### src/rtl/retire_trace_buffer_pkg.sv
// rtl/retire_trace_buffer_pkg.sv - shared types for retire trace capture: class enum, record layout, opcodes
package retire_trace_buffer_pkg;

  typedef enum logic [2:0] {
    CLS_R,
    CLS_I,
    CLS_L,
    CLS_S,
    CLS_B,
    CLS_U,
    CLS_J,
    CLS_X
  } cls_e;

  localparam logic [6:0] OP_R     = 7'b0110011;
  localparam logic [6:0] OP_I     = 7'b0010011;
  localparam logic [6:0] OP_L     = 7'b0000011;
  localparam logic [6:0] OP_S     = 7'b0100011;
  localparam logic [6:0] OP_B     = 7'b1100011;
  localparam logic [6:0] OP_LUI   = 7'b0110111;
  localparam logic [6:0] OP_AUIPC = 7'b0010111;
  localparam logic [6:0] OP_JAL   = 7'b1101111;
  localparam logic [6:0] OP_JALR  = 7'b1100111;

  localparam int TRACE_SEQ_W = 16;

  typedef struct packed {
    logic [TRACE_SEQ_W-1:0] seq;
    cls_e                   cls;
    logic [31:0]            pc;
    logic [31:0]            instr;
    logic [31:0]            wb;
  } trace_rec_t;

  // Flat record width for a given sequence width: seq + cls + pc + instr + wb.
  function automatic int rec_w(input int seq_w);
    return seq_w + 3 + 96;
  endfunction

endpackage

### src/rtl/retire_trace_buffer_if.sv
// rtl/retire_trace_buffer_if.sv - valid/ready drain stream carrying trace records
interface retire_trace_buffer_if #(
  parameter int REC_W = $bits(retire_trace_buffer_pkg::trace_rec_t)
);
  logic             out_valid_o;
  logic             out_ready_i;
  logic [REC_W-1:0] out_rec_o;

  modport master (output out_valid_o, output out_rec_o, input out_ready_i);
  modport slave  (input out_valid_o, input out_rec_o, output out_ready_i);
endinterface

### src/rtl/retire_trace_buffer_classify.sv
// rtl/retire_trace_buffer_classify.sv - combinational opcode to instruction class decode
module retire_trace_buffer_classify
  import retire_trace_buffer_pkg::*;
(
  input  logic [6:0] opcode,
  output cls_e       cls
);

  always_comb begin
    cls = CLS_X;
    case (opcode)
      OP_R:              cls = CLS_R;
      OP_I:              cls = CLS_I;
      OP_L:              cls = CLS_L;
      OP_S:              cls = CLS_S;
      OP_B:              cls = CLS_B;
      OP_LUI, OP_AUIPC:  cls = CLS_U;
      OP_JAL, OP_JALR:   cls = CLS_J;
      default:           cls = CLS_X;
    endcase
  end

endmodule

### src/rtl/retire_trace_buffer.sv
// rtl/retire_trace_buffer.sv - per-retire trace capture FIFO with drop accounting
// Optional TRACE_FILTER_EN: class_mask_i selects which instruction classes are stored.
module retire_trace_buffer
  import retire_trace_buffer_pkg::*;
#(
  parameter int DEPTH  = 16,
  parameter int SEQ_W  = 16,
  parameter int DROP_W = 16
) (
  input  logic                     clk_i,
  input  logic                     rst_i,
  input  logic                     clear_i,
  input  logic                     ret_valid_i,
  input  logic [31:0]              ret_pc_i,
  input  logic [31:0]              ret_instr_i,
  input  logic [31:0]              ret_wb_i,
  input  logic [7:0]               class_mask_i,
  retire_trace_buffer_if.master    out_if,
  output logic [$clog2(DEPTH):0]   count_o,
  output logic [DROP_W-1:0]        drop_cnt_o,
  output logic                     overflow_o
);

  localparam int AW    = $clog2(DEPTH);
  localparam int REC_W = rec_w(SEQ_W);

  logic [AW:0]        wr_ptr;
  logic [AW:0]        rd_ptr;
  logic [REC_W-1:0]   mem [DEPTH];
  logic [SEQ_W-1:0]   seq_q;
  cls_e               cls;
  logic               captured;
  logic               push_req;
  logic               pop;
  logic               full;
  logic               accept;
  logic               drop;
  logic [REC_W-1:0]   new_rec;

  retire_trace_buffer_classify u_classify (
    .opcode (ret_instr_i[6:0]),
    .cls    (cls)
  );

`ifdef TRACE_FILTER_EN
  assign captured = class_mask_i[cls];
`else
  logic unused_class_mask;
  assign unused_class_mask = ^class_mask_i;
  assign captured          = 1'b1;
`endif

  assign count_o            = wr_ptr - rd_ptr;
  assign out_if.out_valid_o = (count_o != '0);
  // Gate the head so the record bus reads zero when empty and during reset.
  assign out_if.out_rec_o   = out_if.out_valid_o ? mem[rd_ptr[AW-1:0]] : '0;

  assign full     = (wr_ptr[AW] != rd_ptr[AW]) && (wr_ptr[AW-1:0] == rd_ptr[AW-1:0]);
  assign pop      = out_if.out_valid_o & out_if.out_ready_i;
  assign push_req = ret_valid_i & captured;
  assign accept   = push_req & (~full | pop);
  assign drop     = push_req & full & ~pop;
  assign new_rec  = {seq_q, cls, ret_pc_i, ret_instr_i, ret_wb_i};

  always_ff @(posedge clk_i or posedge rst_i) begin
    if (rst_i) begin
      wr_ptr     <= '0;
      rd_ptr     <= '0;
      seq_q      <= '0;
      drop_cnt_o <= '0;
      overflow_o <= 1'b0;
    end else if (clear_i) begin
      wr_ptr     <= '0;
      rd_ptr     <= '0;
      seq_q      <= '0;
      drop_cnt_o <= '0;
      overflow_o <= 1'b0;
    end else begin
      if (accept) wr_ptr <= wr_ptr + 1'b1;
      if (pop)    rd_ptr <= rd_ptr + 1'b1;
      // Every retire consumes a sequence number so consumers can spot gaps.
      if (ret_valid_i) seq_q <= seq_q + 1'b1;
      if (drop) begin
        overflow_o <= 1'b1;
        if (drop_cnt_o != '1) drop_cnt_o <= drop_cnt_o + 1'b1;
      end
    end
  end

  always_ff @(posedge clk_i) begin
    if (!clear_i && accept) mem[wr_ptr[AW-1:0]] <= new_rec;
  end

endmodule
### src/flat_wrapper.sv
// flat-port wrapper written by rule: the top's interface ports become plain ports
module retire_trace_buffer_flat import retire_trace_buffer_pkg::*;
#(
  parameter int DEPTH  = 16,
  parameter int SEQ_W  = 16,
  parameter int DROP_W = 16
)
  (clk_i, rst_i, clear_i, ret_valid_i, ret_pc_i, ret_instr_i, ret_wb_i, class_mask_i, count_o, drop_cnt_o, overflow_o, out_if_out_valid_o, out_if_out_rec_o, out_if_out_ready_i);
  retire_trace_buffer_if out_if_i ();
  input  logic clk_i;
  input  logic rst_i;
  input  logic clear_i;
  input  logic ret_valid_i;
  input  logic [31:0] ret_pc_i;
  input  logic [31:0] ret_instr_i;
  input  logic [31:0] ret_wb_i;
  input  logic [7:0] class_mask_i;
  output logic [$clog2(DEPTH):0] count_o;
  output logic [DROP_W-1:0] drop_cnt_o;
  output logic overflow_o;
  output wire logic [$bits(out_if_i.out_valid_o)-1:0] out_if_out_valid_o;
  output wire logic [$bits(out_if_i.out_rec_o)-1:0] out_if_out_rec_o;
  input wire logic [$bits(out_if_i.out_ready_i)-1:0] out_if_out_ready_i;
  assign out_if_out_valid_o = out_if_i.out_valid_o;
  assign out_if_out_rec_o = out_if_i.out_rec_o;
  assign out_if_i.out_ready_i = out_if_out_ready_i;
  retire_trace_buffer #(.DEPTH(DEPTH), .SEQ_W(SEQ_W), .DROP_W(DROP_W)) u_core (.clk_i(clk_i), .rst_i(rst_i), .clear_i(clear_i), .ret_valid_i(ret_valid_i), .ret_pc_i(ret_pc_i), .ret_instr_i(ret_instr_i), .ret_wb_i(ret_wb_i), .class_mask_i(class_mask_i), .out_if(out_if_i), .count_o(count_o), .drop_cnt_o(drop_cnt_o), .overflow_o(overflow_o));
endmodule
### config.mk
export PLATFORM = sky130hd
export DESIGN_NAME = retire_trace_buffer_flat
export DESIGN_NICKNAME = d
export VERILOG_FILES = /design/src/rtl/retire_trace_buffer_pkg.sv /design/src/rtl/retire_trace_buffer_if.sv /design/src/rtl/retire_trace_buffer_classify.sv /design/src/rtl/retire_trace_buffer.sv /design/src/flat_wrapper.sv
export SDC_FILE = /design/constraint.sdc
export NUM_CORES = 2
export LEC_CHECK = 0
export ABC_AREA = 1
export ABC_CLOCK_PERIOD_IN_PS = 13200
export CAP_MARGIN = 20
export CORE_ASPECT_RATIO = 0.9
export CORE_UTILIZATION = 60
export DETAILED_ROUTE_END_ITERATION = 6
export PLACE_DENSITY_LB_ADDON = 0.05
export SYNTH_ARGS = -nofsm -noshare
export SYNTH_HDL_FRONTEND = slang
export SYNTH_HIERARCHICAL = 1
export SYNTH_SLANG_ARGS = --single-unit
### constraint.sdc
create_clock -name clk_i -period 13.2 [get_ports clk_i]
set_input_delay 1.98 -clock clk_i [delete_from_list [all_inputs] [get_ports clk_i]]
set_output_delay 1.98 -clock clk_i [all_outputs]
set_load 0.01 [all_outputs]
==> key figures <==
Critical path
  – CP endpoint kind: primary output
  – Type of origin of the critical path: flop
  – CP delay by family, top: buffers and inverters
  – Reg-to-reg slack, setup: 6510 ps
  – R2r worst-path depth: 12
  – Critical path peak fanout: 66
  – Reg2reg start: u_core/rd_ptr[0]
  – Buf/Inv on CP: 3
  – Max stage delay cell, worst path: dfrtp_4
  – Critical path class: flop to primary output
  – FF-to-FF End: u_core/mem[4][41]
  – CP Data Arrival Time: 6100 ps
  – Crit path required time: 11,220 ps
  – Crit-path max cell delay: 1020 ps
  – CP cell instances: ha_1, inv_1, fa_1, xor2_1, nor2_1, nand3_4, buf_4, nand3_1, a31oi_1, clkdlybuf4s50_1

Floorplanning
  – Die Y: 338 um
  – Total die area: 127,000 sq um
  – Chip width: 376 um
  – I/O pins: 247
  – Core Area: 124,000 sq um
  – # rows: 122
  – Starting Density: 0.609

Place
  – Setup WS pre-CTS: 6070 ps
  – IO Port Bufs: 238
  – Dpl cells: 7,742
  – Hpwl dp: 83,800 um
  – Final GP Congestion: 0.762
  – Placed instance area: 79,000 sq um

Job
  – Maxcap violations: 0

Pwr
  – Switching share of power: 0.281
  – Seq pwr share: 0.455
  – Internal Power: 10.5 mW
  – VDD IR max: 0.138 mV
  – Gate power share: 0.204
  – Switching power: 4.11 mW
  – Clock power share: 0.341
  – Pwr Total: 14.6 mW
  – Pwr/cell area: 172 nW/um^2
  – Static Leak: 29.8 nW

Route
  – DRT Pass-1 Iters: 6
  – Iter 0 DRT Violations: 5,252
  – Via density per instance: 6.00
  – Vias: 48,500
  – Drt total wl: 190,000 um
  – DRC: 0
  – Post-route ant nets: 0
  – Wirelength per Cell: 23.5 um

Yosys
  – Synth cell types: 34
  – Warning count from the yosys run: 6
  – Seq/Total Area, Yosys: 0.747
  – Post-synth ARST share: 0.0228
  – Syn Nets: 6,280
  – Synthesized area: 75,400 sq um
  – Mapped Cells: 6,159
  – Synth top area share: 0.733
  – Synth Flop Type: edfxtp_1
  – Post-synth EDFFs: 1,840
  – #FFs+latches synth: 1,883
  – Top post-synthesis cells by area: edfxtp_1 73%, nand2_1 8.8%, nand3_1 3.6%
  – Leading area contributor after synthesis: edfxtp_1
  – Syn avg cell area: 12.2 sq um

Clock network
  – Worst-skew pair later-pin latency: 800 ps
  – Post-CTS Setup Repair Bufs: 0
  – CTS Hold Bufs: 0
  – H-tree depth: 4
  – Cts repair resizes: 0
  – Cts bufs inserted: 181
  – Root buf cell: clkbuf_16
  – Reg clk slew, reported paths: 60 ps
  – Clock Tree Buf Depth: 3
  – TritonCTS clock tree: built
  – Clk sinks: 1,883

STA
  – Final hold vios: 0
  – PnR worst setup slack: 5120 ps
  – Least-Margin Pin Slew: 1310 ps
  – Clock Skews: 19.8 ps
  – Final period demand of the worst path: 8080 ps
  – Final setup violation count: 0
  – Final worst-path cycle share: 0.612
  – Count of pins over their slew limit: 0
  – Worst slew margin: 0.129
  – F_max: 0.124 GHz
  – Worst hold margin: 516 ps
  – RSZ-0062 raised after global routing: no
  – Post-Route Setup TNS: 0 ps

Layout
  – Core Util, Final: 0.684
  – Layout cells sized above 1: 0.0560
  – Post-route insts no fill: 8,076
  – Most common cell after layout, fill and taps aside: edfxtp_1
  – Most frequent cells in the layout: 1,840 x edfxtp_1, 1,777 x nand2_1, 544 x nand3_1
  – Layout Cell Area excl Fill: 84,700 sq um
  – Synthesis-to-layout area growth: 12.4%
  – Final nets: 6,375

Hold path
  – Hold path cells: 2
  – Hold Path End: u_core/overflow_o
  – Worst hold path class: flop to flop
  – Min-delay src: u_core/overflow_o

Run status
  – Status: completed

GRT
  – First-pass GRT wire length: 283,000 um
  – Tot GR Track Use: 0.298
  – Grt ovf: 0
  – Initial antenna violation count: 11
  – Vias in the first global route: 45,900
  – Largest net degree at the start of global routing: 234
-- layout make-up --
class / count / area [sq um]
diodes: 4 / 10.0
clock buffers: 224 / 4910
clock inverters: 103 / 757
fillers: 8691 / 39100
inverters: 54 / 233
multi-input cells: 3830 / 17300
flip-flops and latches: 1883 / 56300
well taps: 1674 / 2090
repair buffers: 304 / 3120
-- synthesized netlist by cell type, types with 5 or more instances --
library cell  instances
nor3_1                8
xnor2_1               6
xor2_1               10
a31oi_1             116
clkbuf_1            165
nand3_1             544
edfxtp_1           1840
ha_1                 11
buf_2               170
inv_1                47
buf_1                50
nand4_1               9
nor2_1              531
nor3b_1               5
a21oi_1             372
inv_2                 5
o21ai_0             244
buf_4                 6
a22oi_1             180
nand2_1            1777
dfrtp_1              43
-- flip-flops by register name (all words and copies together), names as in the netlist --
name and count:
u_core/drop_cnt_o 16, u_core/wr_ptr 5, u_core/overflow_o 1, u_core/seq_q 16, u_core/mem 1840, u_core/rd_ptr 5
-- cells by family (layout without fill, tap and decap cells) --
family,count (synthesis),in the layout,synth area share
AND/OR/NAND/NOR,2886,2886,0.154
flip-flops,1883,1883,0.747
AO/OA/AOI/OAI,916,916,0.0689
buffers and inverters,446,685,0.0254
XOR/XNOR,16,16,0.00186
adder cells (fa/ha/maj),12,12,0.00209
other,0,4,0
-- worst min-delay path, stage by stage, from the launching register on --
cell and delay, ps:
dfrtp_1 350, a21oi_1 40, nor2_1 80
-- how the worst max path moves through the flow --
stage                           from                    to  cells after the start
floorplan                    clear_i     u_core/mem[10][0]                      5
global placement    u_core/rd_ptr[0]  out_if_out_rec_o[96]                     10
detailed placement  u_core/rd_ptr[0]  out_if_out_rec_o[96]                     10
CTS                 u_core/rd_ptr[0]  out_if_out_rec_o[96]                     10
global route        u_core/rd_ptr[2]  out_if_out_rec_o[96]                     11
finish              u_core/rd_ptr[0]  out_if_out_rec_o[96]                     10
-- power groups by stage --
stage | clock [mW] | combinational (mW) | sequential, mW
2_1_floorplan | 0 | 1.76 | 6.74
3_3_place_gp | 0 | 2.93 | 6.77
3_5_place_dp | 0 | 2.95 | 6.77
4_1_cts | 5.04 | 2.97 | 6.65
5_1_grt | 5.27 | 3.25 | 6.65
6_report | 4.97 | 2.98 | 6.65
-- per-layer routing --
layer | global-route usage | share of wire | vias to the layer above
met5 | 0 | 0.00036 | -
met4 | 0.0828 | 0.022 | 10
met3 | 0.0483 | 0.089 | 313
met2 | 0.472 | 0.47 | 2229
met1 | 0.434 | 0.41 | 23800
li1 | - | - | 22100
Note: power is estimated with default switching activity, not from simulation.
